**config.mk**
```make
export PLATFORM = sky130hd
export DESIGN_NAME = cmp_sweep_driver_flat
export DESIGN_NICKNAME = d
export VERILOG_FILES = /design/src/rtl/cmp_sweep_if.sv /design/src/rtl/cmp_sweep_driver.sv /design/src/flat_wrapper.sv
export SDC_FILE = /design/constraint.sdc
export NUM_CORES = 1
export LEC_CHECK = 0
export CAP_MARGIN = 20
export CORE_MARGIN = 1.5
export CORE_UTILIZATION = 45
export DETAILED_ROUTE_END_ITERATION = 7
export GPL_TIMING_DRIVEN = 0
export HOLD_SLACK_MARGIN = 0.05
export PLACE_DENSITY_LB_ADDON = 0.2
export SYNTH_ARGS = -nofsm -noshare
export SYNTH_HDL_FRONTEND = slang
export SYNTH_SLANG_ARGS = --single-unit
```
**constraint.sdc**
```tcl
create_clock -name clk_i -period 2.27 [get_ports clk_i]
set_clock_uncertainty 0.2 [all_clocks]
set_input_delay 0.454 -clock clk_i [delete_from_list [all_inputs] [get_ports clk_i]]
set_output_delay 0.454 -clock clk_i [all_outputs]
set_load 0.03 [all_outputs]
```
**src/rtl/cmp_sweep_if.sv**
```systemverilog
// Operand/result bus between the sweep driver (master) and the 4-bit comparison unit (slave).
// The unit's result is a combinational function of x, y and sel.
interface cmp_sweep_if #(
  parameter int unsigned WIDTH = 4
) ();
  logic [WIDTH-1:0] x;
  logic [WIDTH-1:0] y;
  logic [1:0]       sel;
  logic [7:0]       cmp;

  modport master (output x, output y, output sel, input cmp);
  modport slave  (input x, input y, input sel, output cmp);
endinterface

```
**src/rtl/cmp_sweep_driver.sv**
```systemverilog
// Self-test sweep engine: drives every (x, y) operand pair for one latched function code into
// the comparison unit and accumulates a non-zero hit count and the sum of its results.
module cmp_sweep_driver #(
  parameter int unsigned WIDTH  = 4,
  parameter int unsigned SETTLE = 1
) (
  input  logic                 clk_i,
  input  logic                 rst_i,
  input  logic                 start_i,
  input  logic [1:0]           mode_i,
  cmp_sweep_if.master          cmp_if,
  output logic                 busy_o,
  output logic                 done_o,
  output logic [2*WIDTH:0]     count_o,
  output logic [2*WIDTH+7:0]   acc_o
);

  localparam int unsigned CntW = 2 * WIDTH + 1;
  localparam int unsigned AccW = 2 * WIDTH + 8;
  localparam int unsigned SetW = (SETTLE > 1) ? $clog2(SETTLE) : 1;
  localparam logic [SetW-1:0]  SetLast = SetW'(SETTLE - 1);
  localparam logic [WIDTH-1:0] OpMax   = '1;

  typedef enum logic [1:0] {StIdle, StRun, StFin} state_e;

  state_e            state_q;
  logic [WIDTH-1:0]  x_q;
  logic [WIDTH-1:0]  y_q;
  logic [1:0]        sel_q;
  logic [SetW-1:0]   set_q;
  logic [CntW-1:0]   count_q;
  logic [AccW-1:0]   acc_q;
  logic              busy_q;
  logic              done_q;

  always_ff @(posedge clk_i or posedge rst_i) begin
    if (rst_i) begin
      state_q <= StIdle;
      x_q     <= '0;
      y_q     <= '0;
      sel_q   <= '0;
      set_q   <= '0;
      count_q <= '0;
      acc_q   <= '0;
      busy_q  <= 1'b0;
      done_q  <= 1'b0;
    end else begin
      case (state_q)
        StIdle: begin
          // Without a Start everything holds so the last results stay readable.
          if (start_i) begin
            sel_q   <= mode_i;
            x_q     <= '0;
            y_q     <= '0;
            set_q   <= '0;
            count_q <= '0;
            acc_q   <= '0;
            busy_q  <= 1'b1;
            state_q <= StRun;
          end
        end
        StRun: begin
          if (set_q == SetLast) begin
            acc_q   <= acc_q + AccW'(cmp_if.cmp);
            count_q <= count_q + CntW'(cmp_if.cmp != 8'd0);
            set_q   <= '0;
            // The final pair leaves the operands parked at all-ones.
            if (x_q == OpMax && y_q == OpMax) begin
              busy_q  <= 1'b0;
              done_q  <= 1'b1;
              state_q <= StFin;
            end else if (y_q == OpMax) begin
              y_q <= '0;
              x_q <= x_q + 1'b1;
            end else begin
              y_q <= y_q + 1'b1;
            end
          end else begin
            set_q <= set_q + 1'b1;
          end
        end
        StFin: begin
          done_q  <= 1'b0;
          state_q <= StIdle;
        end
        default: state_q <= StIdle;
      endcase
    end
  end

  assign cmp_if.x   = x_q;
  assign cmp_if.y   = y_q;
  assign cmp_if.sel = sel_q;
  assign busy_o     = busy_q;
  assign done_o     = done_q;
  assign count_o    = count_q;
  assign acc_o      = acc_q;

endmodule

```
**src/flat_wrapper.sv**
```systemverilog
// flat-port wrapper written by rule: the top's interface ports become plain ports
module cmp_sweep_driver_flat 
#(
  parameter int unsigned WIDTH  = 4,
  parameter int unsigned SETTLE = 1
)
  (clk_i, rst_i, start_i, mode_i, busy_o, done_o, count_o, acc_o, cmp_if_x, cmp_if_y, cmp_if_sel, cmp_if_cmp);
  cmp_sweep_if #(.WIDTH(WIDTH)) cmp_if_i ();
  input  logic clk_i;
  input  logic rst_i;
  input  logic start_i;
  input  logic [1:0] mode_i;
  output logic busy_o;
  output logic done_o;
  output logic [2*WIDTH:0] count_o;
  output logic [2*WIDTH+7:0] acc_o;
  output wire logic [$bits(cmp_if_i.x)-1:0] cmp_if_x;
  output wire logic [$bits(cmp_if_i.y)-1:0] cmp_if_y;
  output wire logic [$bits(cmp_if_i.sel)-1:0] cmp_if_sel;
  input wire logic [$bits(cmp_if_i.cmp)-1:0] cmp_if_cmp;
  assign cmp_if_x = cmp_if_i.x;
  assign cmp_if_y = cmp_if_i.y;
  assign cmp_if_sel = cmp_if_i.sel;
  assign cmp_if_i.cmp = cmp_if_cmp;
  cmp_sweep_driver #(.WIDTH(WIDTH), .SETTLE(SETTLE)) u_core (.clk_i(clk_i), .rst_i(rst_i), .start_i(start_i), .mode_i(mode_i), .cmp_if(cmp_if_i), .busy_o(busy_o), .done_o(done_o), .count_o(count_o), .acc_o(acc_o));
endmodule
```
==> flow_summary.json, run 1 <==
{
  "status": "finished, final reports clean",
  "min_period_over_period_pct": 96.44,
  "detail_route.wl_per_cell_um": 15.32,
  "start_util_pct": 47.70,
  "drcViolationCount": 0,
  "vias": 1916,
  "critPathKind": "in -> reg",
  "setup_tns_ps": 0,
  "grt_pass1_wl_mm": 8.576,
  "hold_buffers": 0,
  "max-clock-path-buffers": 2,
  "r2r_setup_slack_ps": 150,
  "finalSetupViolations": 0,
  "drt-total-wl_mm": 5.209,
  "synthCells": 223,
  "grt_overflow_total": 0,
  "grt_max_degree": 40,
  "nets": 313,
  "ir_drop_uv": 787.9,
  "gp_congestion": 0.8362,
  "power_uw": 3651,
  "clkSinkCount": 39,
  "ys_seq_area_share_pct": 46.35,
  "start_kind": "input pin",
  "yosysUniqueCellTypes": 43,
  "min_period_ps": 2189,
  "clkLatencyLatePin_ps": 290,
  "async_flop_share_pct": 100.0,
  "die_w_um": 71.41,
  "core_um2": 4414,
  "hp-class": "reg -> reg",
  "worstRegToRegCells": 8,
  "r2r_start": "u_core.acc_o[0]",
  "final_common_cell": "clkdlybuf4s50_1",
  "synth_warnings": 0,
  "cts_buffers": 5,
  "grt_antenna_before_repair": 0,
  "io_buffer_count": 49,
  "tritoncts": "done",
  "drtIter0Drc": 102,
  "root_buffer": "clkbuf_8",
  "hold_depth": 2,
  "die_height_um": 71.41,
  "synth_area_per_cell_um2": 9.443,
  "tightest_slew_ps": 821.9,
  "path_clk_slew_ps": 80,
  "htreeDepth": 2,
  "crit_path_end_kind": "register",
  "cp-startpoint": "cmp_if_cmp[5]",
  "max_freq_ghz": 0.4568,
  "maxSlewViolCount": 0,
  "final_cell_mix": "clkdlybuf4s50_1 (44), dfrtp_1 (38), nand2_1 (34)",
  "antennaDiodeCount": 0,
  "crit_fanout": 5,
  "grt_pass1_vias": 1800,
  "grt.total_usage_pct": 21.29,
  "die-area_um2": 5099,
  "p_per_area_nw_per_um2": 1240,
  "rows": 24,
  "final-hold-violation-count": 0,
  "synth_nets": 249,
  "cp.arrival_ps": 2210,
  "hold_end": "u_core.cmp_if.sel[0]",
  "synth_seq_cells": 39,
  "io_pins": 50,
  "synth_edf_count": 0,
  "timing.max_cap.violations": 0,
  "synth_flop_cell": "dfrtp_1",
  "netlist_area_um2": 2106,
  "drtPass1Iterations": 4,
  "slew-limit-headroom_pct": 45.12,
  "layout-drive-gt1-share_pct": 14.24,
  "vias_per_cell": 5.635,
  "cp.required_ps": 2300,
  "syn2layout_area_growth_pct": 39.81,
  "drtAntennaViolNets": 0,
  "holdWs_ps": 280.1,
  "leakagePower_uw": 0.001263,
  "min-delay-start": "u_core.cmp_if.sel[0]",
  "hpwl_mm": 3.560,
  "regToRegEndpoint": "u_core.acc_o[14]"
}
## cells by family (layout without fill, tap and decap cells)
| group | after synthesis | count (layout) | synth area share, % |
|---|---|---|---|
| and+or+nand+nor | 87 | 87 | 20.14 |
| xor gates and xnor gates | 6 | 6 | 2.496 |
| DFF | 39 | 39 | 46.35 |
| AOI/OAI and AO/OA | 60 | 60 | 18.66 |
| muxes | 3 | 3 | 1.485 |
| adders and majority gates | 13 | 13 | 8.081 |
| buffers and inverters | 15 | 80 | 2.792 |
## per-stage QoR
stage          instances  setup WS, ps  util, %  instance area [um2]
2_1_floorplan        223         14.22        -                 2115
3_3_place_gp         324        -592.1    60.49                 2670
3_5_place_dp         324        -656.2    60.49                 2670
4_1_cts              338        0.6690    65.67                 2899
5_1_grt              340        -10.46    66.70                 2944
6_report             340         80.85    66.70                 2944
## layer usage
metal | GRT usage (%) | wire [um]
met5 | 0 | 0
met1 | 29.48 | 2361
met2 | 33.85 | 2534
met3 | 4.641 | 255
met4 | 6.080 | 57
## cell type report
class                      instances  area, um2
timing repair buffer              57      555.5
inverter                           9      33.78
clock buffer                       5      68.82
tap                               52      65.06
fill                             352       1470
multi-input combinational        169       1175
buffer                             6      25.02
clock inverter                     3      43.79
sequential                        39      977.2
## timing repair
action / CTS / global route
setup buffers: 6 / 2
pin swaps: 5 / 1
hold endpoints to repair: 0 / 0
setup endpoints to repair: 10 / 9
resized for setup: 14 / 8
## how the worst max path moves through the flow
stage / to / slack, ps / depth (start not counted)
floorplan: u_core.acc_o[14] / 10 / 8
global placement: u_core.acc_o[14] / -590 / 9
detailed placement: u_core.acc_o[10] / -660 / 9
CTS: u_core.acc_o[15] / 0.7 / 7
global route: u_core.acc_o[9] / -10 / 8
finish: u_core.acc_o[14] / 80 / 7
## cell usage after synthesis, types with 3 or more instances
cell       n  area (um2)
nand3_1   12       60.06
o211ai_1   8       60.06
nand2b_1   5       31.28
ha_1      12       150.1
nor3_1     3       15.01
nand2_1   34       127.6
xor2_1     4       35.03
inv_1      9       33.78
nand4_1    5       31.28
nor2_1    13       48.80
dfrtp_1   39       975.9
a22o_1     3       26.28
clkbuf_1   4       15.01
o31ai_1    4       30.03
o21ai_0   18       90.09
a21oi_1   10       50.05
## critical path, stage by stage
cell	delay, ps
clkdlybuf4s50_1	430
ha_1	410
o211ai_1	180
a21oi_4	180
o21ai_4	90
or3_1	340
a21oi_1	140
## power breakdown
| group | leakage [uW] | internal, uW | switching, uW |
|---|---|---|---|
| Sequential | 0.000481 | 888 | 225 |
| Combinational | 0.000724 | 893 | 1060 |
| Clock | 0.0000581 | 327 | 260 |
| Total | 0.00126 | 2110 | 1540 |
## sequential cells by signal (all words and copies together), names as in the netlist
name               flops
u_core.cmp_if.x        4
u_core.busy_o          1
u_core.count_o         9
u_core.done_o          1
u_core.cmp_if.y        4
u_core.cmp_if.sel      2
u_core.state_q         2
u_core.acc_o          16
No activity file was read; power rests on OpenSTA's default activity.
==> inputs of run 2 (changes only) <==
==> constraint.sdc (replaced) <==
create_clock -name clk_i -period 2.27 [get_ports clk_i]
set_clock_uncertainty 0.2 [all_clocks]
set_input_delay 0.3405 -clock clk_i [delete_from_list [all_inputs] [get_ports clk_i]]
set_output_delay 0.3405 -clock clk_i [all_outputs]
set_load 0.03 [all_outputs]
==> run 2 against run 1 <==
Core utilization down 0.74 points. Combinational power decreased by 3%. Worst setup slack worse by 7.7 ps. Largest cell class unchanged. Via count decreased by 0.73%. Sequential power about the same. Worst hold slack about the same. Sequential share of layout area is 0.37 points higher. Highest routed layer unchanged. Critical path depth grew 1. Flip-flop and latch count is the same.
==> flow_summary.json, run 2 (synthesized netlist as in run 1, its figures left out) <==
{
  "rows": 24,
  "tritoncts": "done",
  "hold_buffers": 0,
  "grt_overflow_total": 0,
  "final_common_cell": "clkdlybuf4s50_1",
  "grt_setup_unrepaired": "true",
  "drtPass1Iterations": 4,
  "io_buffer_count": 49,
  "die_height_um": 71.41,
  "vias": 1902,
  "vias_per_cell": 5.644,
  "worstRegToRegCells": 8,
  "grt_pass1_vias": 1813,
  "r2r_setup_slack_ps": 140,
  "grt_max_degree": 40,
  "p_int_uw": 2063,
  "root_buffer": "clkbuf_8",
  "min_period_over_period_pct": 96.78,
  "min-delay-start": "u_core.cmp_if.sel[0]",
  "final_area_um2": 2912,
  "grt.total_usage_pct": 21.41,
  "regToRegEndpoint": "u_core.acc_o[14]",
  "cts_buffers": 5,
  "swShare_pct": 42.76,
  "placed_area_um2": 2670,
  "clkSinkCount": 39,
  "start_kind": "input pin",
  "cp.arrival_ps": 2220,
  "detail_route.wl_per_cell_um": 15.47,
  "syn2layout_area_growth_pct": 38.26,
  "htreeDepth": 2,
  "nets": 310,
  "hold_depth": 2,
  "grt_antenna_before_repair": 0,
  "final-hold-violation-count": 0,
  "start_util_pct": 47.70,
  "largest_reg_flops": 16,
  "leakagePower_uw": 0.001228,
  "finalSetupViolations": 0,
  "path_clk_slew_ps": 80,
  "drtAntennaViolNets": 0,
  "antennaDiodeCount": 0,
  "grt_pass1_wl_mm": 8.576,
  "power_frac_clock_pct": 16.3,
  "hp-class": "reg -> reg",
  "die_w_um": 71.41,
  "gp_congestion": 0.8362,
  "ir_drop_uv": 715.0,
  "power_frac_seq_pct": 30.9,
  "die-area_um2": 5099,
  "min_period_ps": 2197,
  "holdWs_ps": 280.4,
  "drt-total-wl_mm": 5.215,
  "clkLatencyLatePin_ps": 290,
  "core_um2": 4414,
  "critPathKind": "in -> reg",
  "layout-drive-gt1-share_pct": 13.33,
  "p_per_area_nw_per_um2": 1238,
  "max-clock-path-buffers": 2,
  "cp.required_ps": 2300,
  "final_cell_mix": "clkdlybuf4s50_1 (47), dfrtp_1 (38), nand2_1 (34)",
  "status": "finished, final reports clean",
  "fillers": 362,
  "hpwl_mm": 3.560,
  "slew-limit-headroom_pct": 25.80,
  "drcViolationCount": 0,
  "timing.max_cap.violations": 0,
  "p_comb_share_pct": 52.8,
  "r2r_start": "u_core.acc_o[0]",
  "io_pins": 50,
  "hold_end": "u_core.cmp_if.sel[0]",
  "crit_fanout": 6,
  "max_freq_ghz": 0.4552,
  "maxSlewViolCount": 0,
  "tightest_slew_ps": 1111,
  "drtIter0Drc": 110,
  "switchingPower_uw": 1541,
  "crit_path_end_kind": "register"
}
-- run 2: area by class of cell --
class,instances,area [um2],share of cell area [%]
Tap cell,52,65.06,2.235
Clock inverter,3,43.79,1.504
Clock buffer,5,68.82,2.364
Inverter,9,33.78,1.160
Multi-Input combinational cell,169,1169,40.14
Sequential cell,39,977.2,33.56
Timing Repair Buffer,54,529.3,18.18
Buffer,6,25.02,0.8595
-- run 2: power by group through the flow --
stage	sequential (uW)	combinational (uW)	clock, uW
2_1_floorplan	1450	737	0
3_3_place_gp	1100	1640	0
3_5_place_dp	1110	1670	0
4_1_cts	1100	1810	602
5_1_grt	1150	2050	633
6_report	1110	1900	589
-- run 2: worst max-delay path by stage --
stage	slack [ps]	end	start
2_1_floorplan	10	u_core.acc_o[14]	u_core.acc_o[0]
3_5_place_dp	-540	u_core.acc_o[10]	cmp_if_cmp[0]
3_3_place_gp	-480	u_core.acc_o[14]	cmp_if_cmp[0]
6_report	70	u_core.acc_o[9]	cmp_if_cmp[2]
4_1_cts	10	u_core.acc_o[15]	cmp_if_cmp[4]
5_1_grt	-30	u_core.acc_o[9]	cmp_if_cmp[2]
-- run 2: timing repair --
item	in CTS	in global routing
cloned	0	0
resized for setup	9	9
setup endpoints to repair	8	7
pin swaps	4	2
buffers inserted	5	0
-- run 2: layer usage --
metal / track usage [%] / share of wire (%) / up-vias
met4: 7.547 / 1.6 / 0
met1: 29.03 / 44 / 906
met2: 33.85 / 49 / 51
met5: 0 / 0 / -
li1: - / - / 935
met3: 4.923 / 5.4 / 10
-- run 2: metrics by stage --
step	power, uW	setup slack, ps	utilization (%)	setup TNS (ps)	instances
CTS	3511	11.17	64.60	0	337
global route	3832	-28.61	65.96	-44.99	337
floorplan	2182	14.22	-	0	223
global placement	2735	-478.6	60.49	-7167	324
detailed placement	2783	-542.7	60.49	-4891	324
finish	3603	73.13	65.96	0	337
-- run 2: worst max-delay path, cell delays in order --
cell and delay, ps:
clkdlybuf4s50_1 560, ha_4 250, o211ai_1 260, o21ai_2 120, a41o_2 270, buf_4 140
nand3_1 90, mux2i_1 180
==> inputs of run 3 (changes only) <==
- RECOVER_POWER: not set -> 25
==> run 3 against run 2 <==
Final cell count did not move. Critical path depth did not move. Wire length did not move. Die area did not move. Critical endpoint unchanged. Sequential power barely moved. Register-to-register slack barely moved. Largest cell class unchanged. Core utilization did not move. Highest routed layer unchanged. Fmax did not move. Count of clock-buffer cells in the layout did not move. First-iteration DRC count did not move.
==> flow_summary.json, run 3 (synthesized netlist as in run 1, its figures left out) <==
{
  "die-area_um2": 5099,
  "cp.arrival_ps": 2220,
  "critPathTopFamily": "buffers and inverters",
  "max-clock-path-buffers": 2,
  "wl_met1_mm": 2.315,
  "critPathKind": "in -> reg",
  "nets": 310,
  "slew-limit-headroom_pct": 25.80,
  "drtAntennaViolNets": 0,
  "drt-total-wl_mm": 5.215,
  "hp-class": "reg -> reg",
  "die_height_um": 71.41,
  "grt_pass1_wl_mm": 8.576,
  "crit_path_end_kind": "register",
  "hold_buffers": 0,
  "p_per_area_nw_per_um2": 1237,
  "grt.total_usage_pct": 21.41,
  "leakagePower_uw": 0.001228,
  "dpl.cell_count": 324,
  "clkSinkCount": 39,
  "topRoutingLayerUsed": "met4",
  "stdcell_count": 337,
  "antennaDiodeCount": 0,
  "drtIter0Drc": 110,
  "tightest_slew_ps": 1111,
  "status": "finished, final reports clean",
  "io_buffer_count": 49,
  "largest_reg_flops": 16,
  "path_clk_slew_ps": 80,
  "maxSlewViolCount": 0,
  "cp.required_ps": 2300,
  "grt_max_degree": 40,
  "drtPass1Iterations": 4,
  "worstPathCellList": "clkdlybuf4s50_1 -> ha_4 -> o211ai_1 -> o21ai_2 -> a41o_2 -> buf_4 -> nand3_1 -> mux2i_1",
  "timing.max_cap.violations": 0,
  "fillers": 362,
  "wl_met3_um": 281,
  "final-hold-violation-count": 0,
  "ir_drop_uv": 715.0,
  "grt_pass1_vias": 1813,
  "core_um2": 4414,
  "start_util_pct": 47.70,
  "cpMaxStageDelayCell": "clkdlybuf4s50_1",
  "final_common_cell": "clkdlybuf4s50_1",
  "critPathMaxStageDelay_ps": 560,
  "syn2layout_area_growth_pct": 38.26,
  "vias": 1902,
  "clkLatencyLatePin_ps": 290,
  "rows": 24,
  "cts_buffers": 5,
  "grt_antenna_before_repair": 0,
  "layout-drive-gt1-share_pct": 13.33,
  "max_freq_ghz": 0.4552,
  "io_pins": 50,
  "grt_setup_unrepaired": "true",
  "min_period_ps": 2197,
  "final_util_pct": 65.96,
  "power_uw": 3603,
  "tritoncts": "done",
  "htreeDepth": 2,
  "hpwl_mm": 3.560,
  "start_kind": "input pin",
  "gp_congestion": 0.8362,
  "vias_per_cell": 5.644,
  "detail_route.wl_per_cell_um": 15.47,
  "grt_overflow_total": 0,
  "die_w_um": 71.41,
  "finalSetupViolations": 0,
  "min_period_over_period_pct": 96.78,
  "drcViolationCount": 0,
  "final_cell_mix": "clkdlybuf4s50_1 (46), dfrtp_1 (38), nand2_1 (34)",
  "wl_met2_mm": 2.532,
  "root_buffer": "clkbuf_8",
  "crit_fanout": 6,
  "crit_buf_inv": 2
}
-- run 3: report_power, final --
part           internal, uW  leakage [uW]  switching (uW)  total, uW
logic                   847      0.000690            1050       1900
registers               888      0.000481             225       1110
clock network           327     0.0000581             261        589
total                  2060       0.00123            1540       3600
-- run 3: worst paths after layout --
kind                                       from                    to  slack [ps]  cells after the start
max reg2reg                     u_core.acc_o[0]      u_core.acc_o[14]         140                      8
min reg2reg                u_core.cmp_if.sel[0]  u_core.cmp_if.sel[0]         280                      2
max                               cmp_if_cmp[2]       u_core.acc_o[9]          70                      8
min in group asynchronous                 rst_i     u_core.count_o[3]         460                      2
max in group asynchronous                 rst_i       u_core.acc_o[0]         830                      2
min                        u_core.cmp_if.sel[0]  u_core.cmp_if.sel[0]         280                      2
-- run 3: final cells by class --
cell class              count  area [um2]  area share, %
plain buffers               6       25.02         0.8595
multi-input cells         169        1169          40.14
inverters                   9       33.78          1.160
repair buffers             54       529.3          18.18
well taps                  52       65.06          2.235
flip-flops and latches     39       977.2          33.56
clock inverters             3       43.79          1.504
clock buffers               5       68.82          2.364
-- run 3: routing by layer --
layer	track usage, %	vias to the layer above
met3	4.923	10
met5	0	-
li1	-	935
met4	7.547	0
met2	33.85	51
met1	29.03	906
-- run 3: worst min-delay path: stages, from the launching register on --
cell and delay (ps):
dfrtp_1 350, nand2_1 50, nand2_1 50
-- run 3: through the flow --
stage	TNS [ps]	worst slack [ps]	cell area [um2]	hold WS (ps)
after floorplan	0	14.22	2115	245.9
after global placement	-7167	-478.6	2670	260.5
after detailed placement	-4891	-542.7	2670	262.0
after CTS	0	11.17	2851	282.6
after global routing	-44.99	-28.61	2912	311.7
final	0	73.13	2912	280.4
-- run 3: what timing repair did --
action / CTS / global route
pin swaps: 4 / 2
buffers inserted: 5 / 0
cloned: 0 / 0
resized for setup: 9 / 9
setup endpoints to repair: 8 / 7
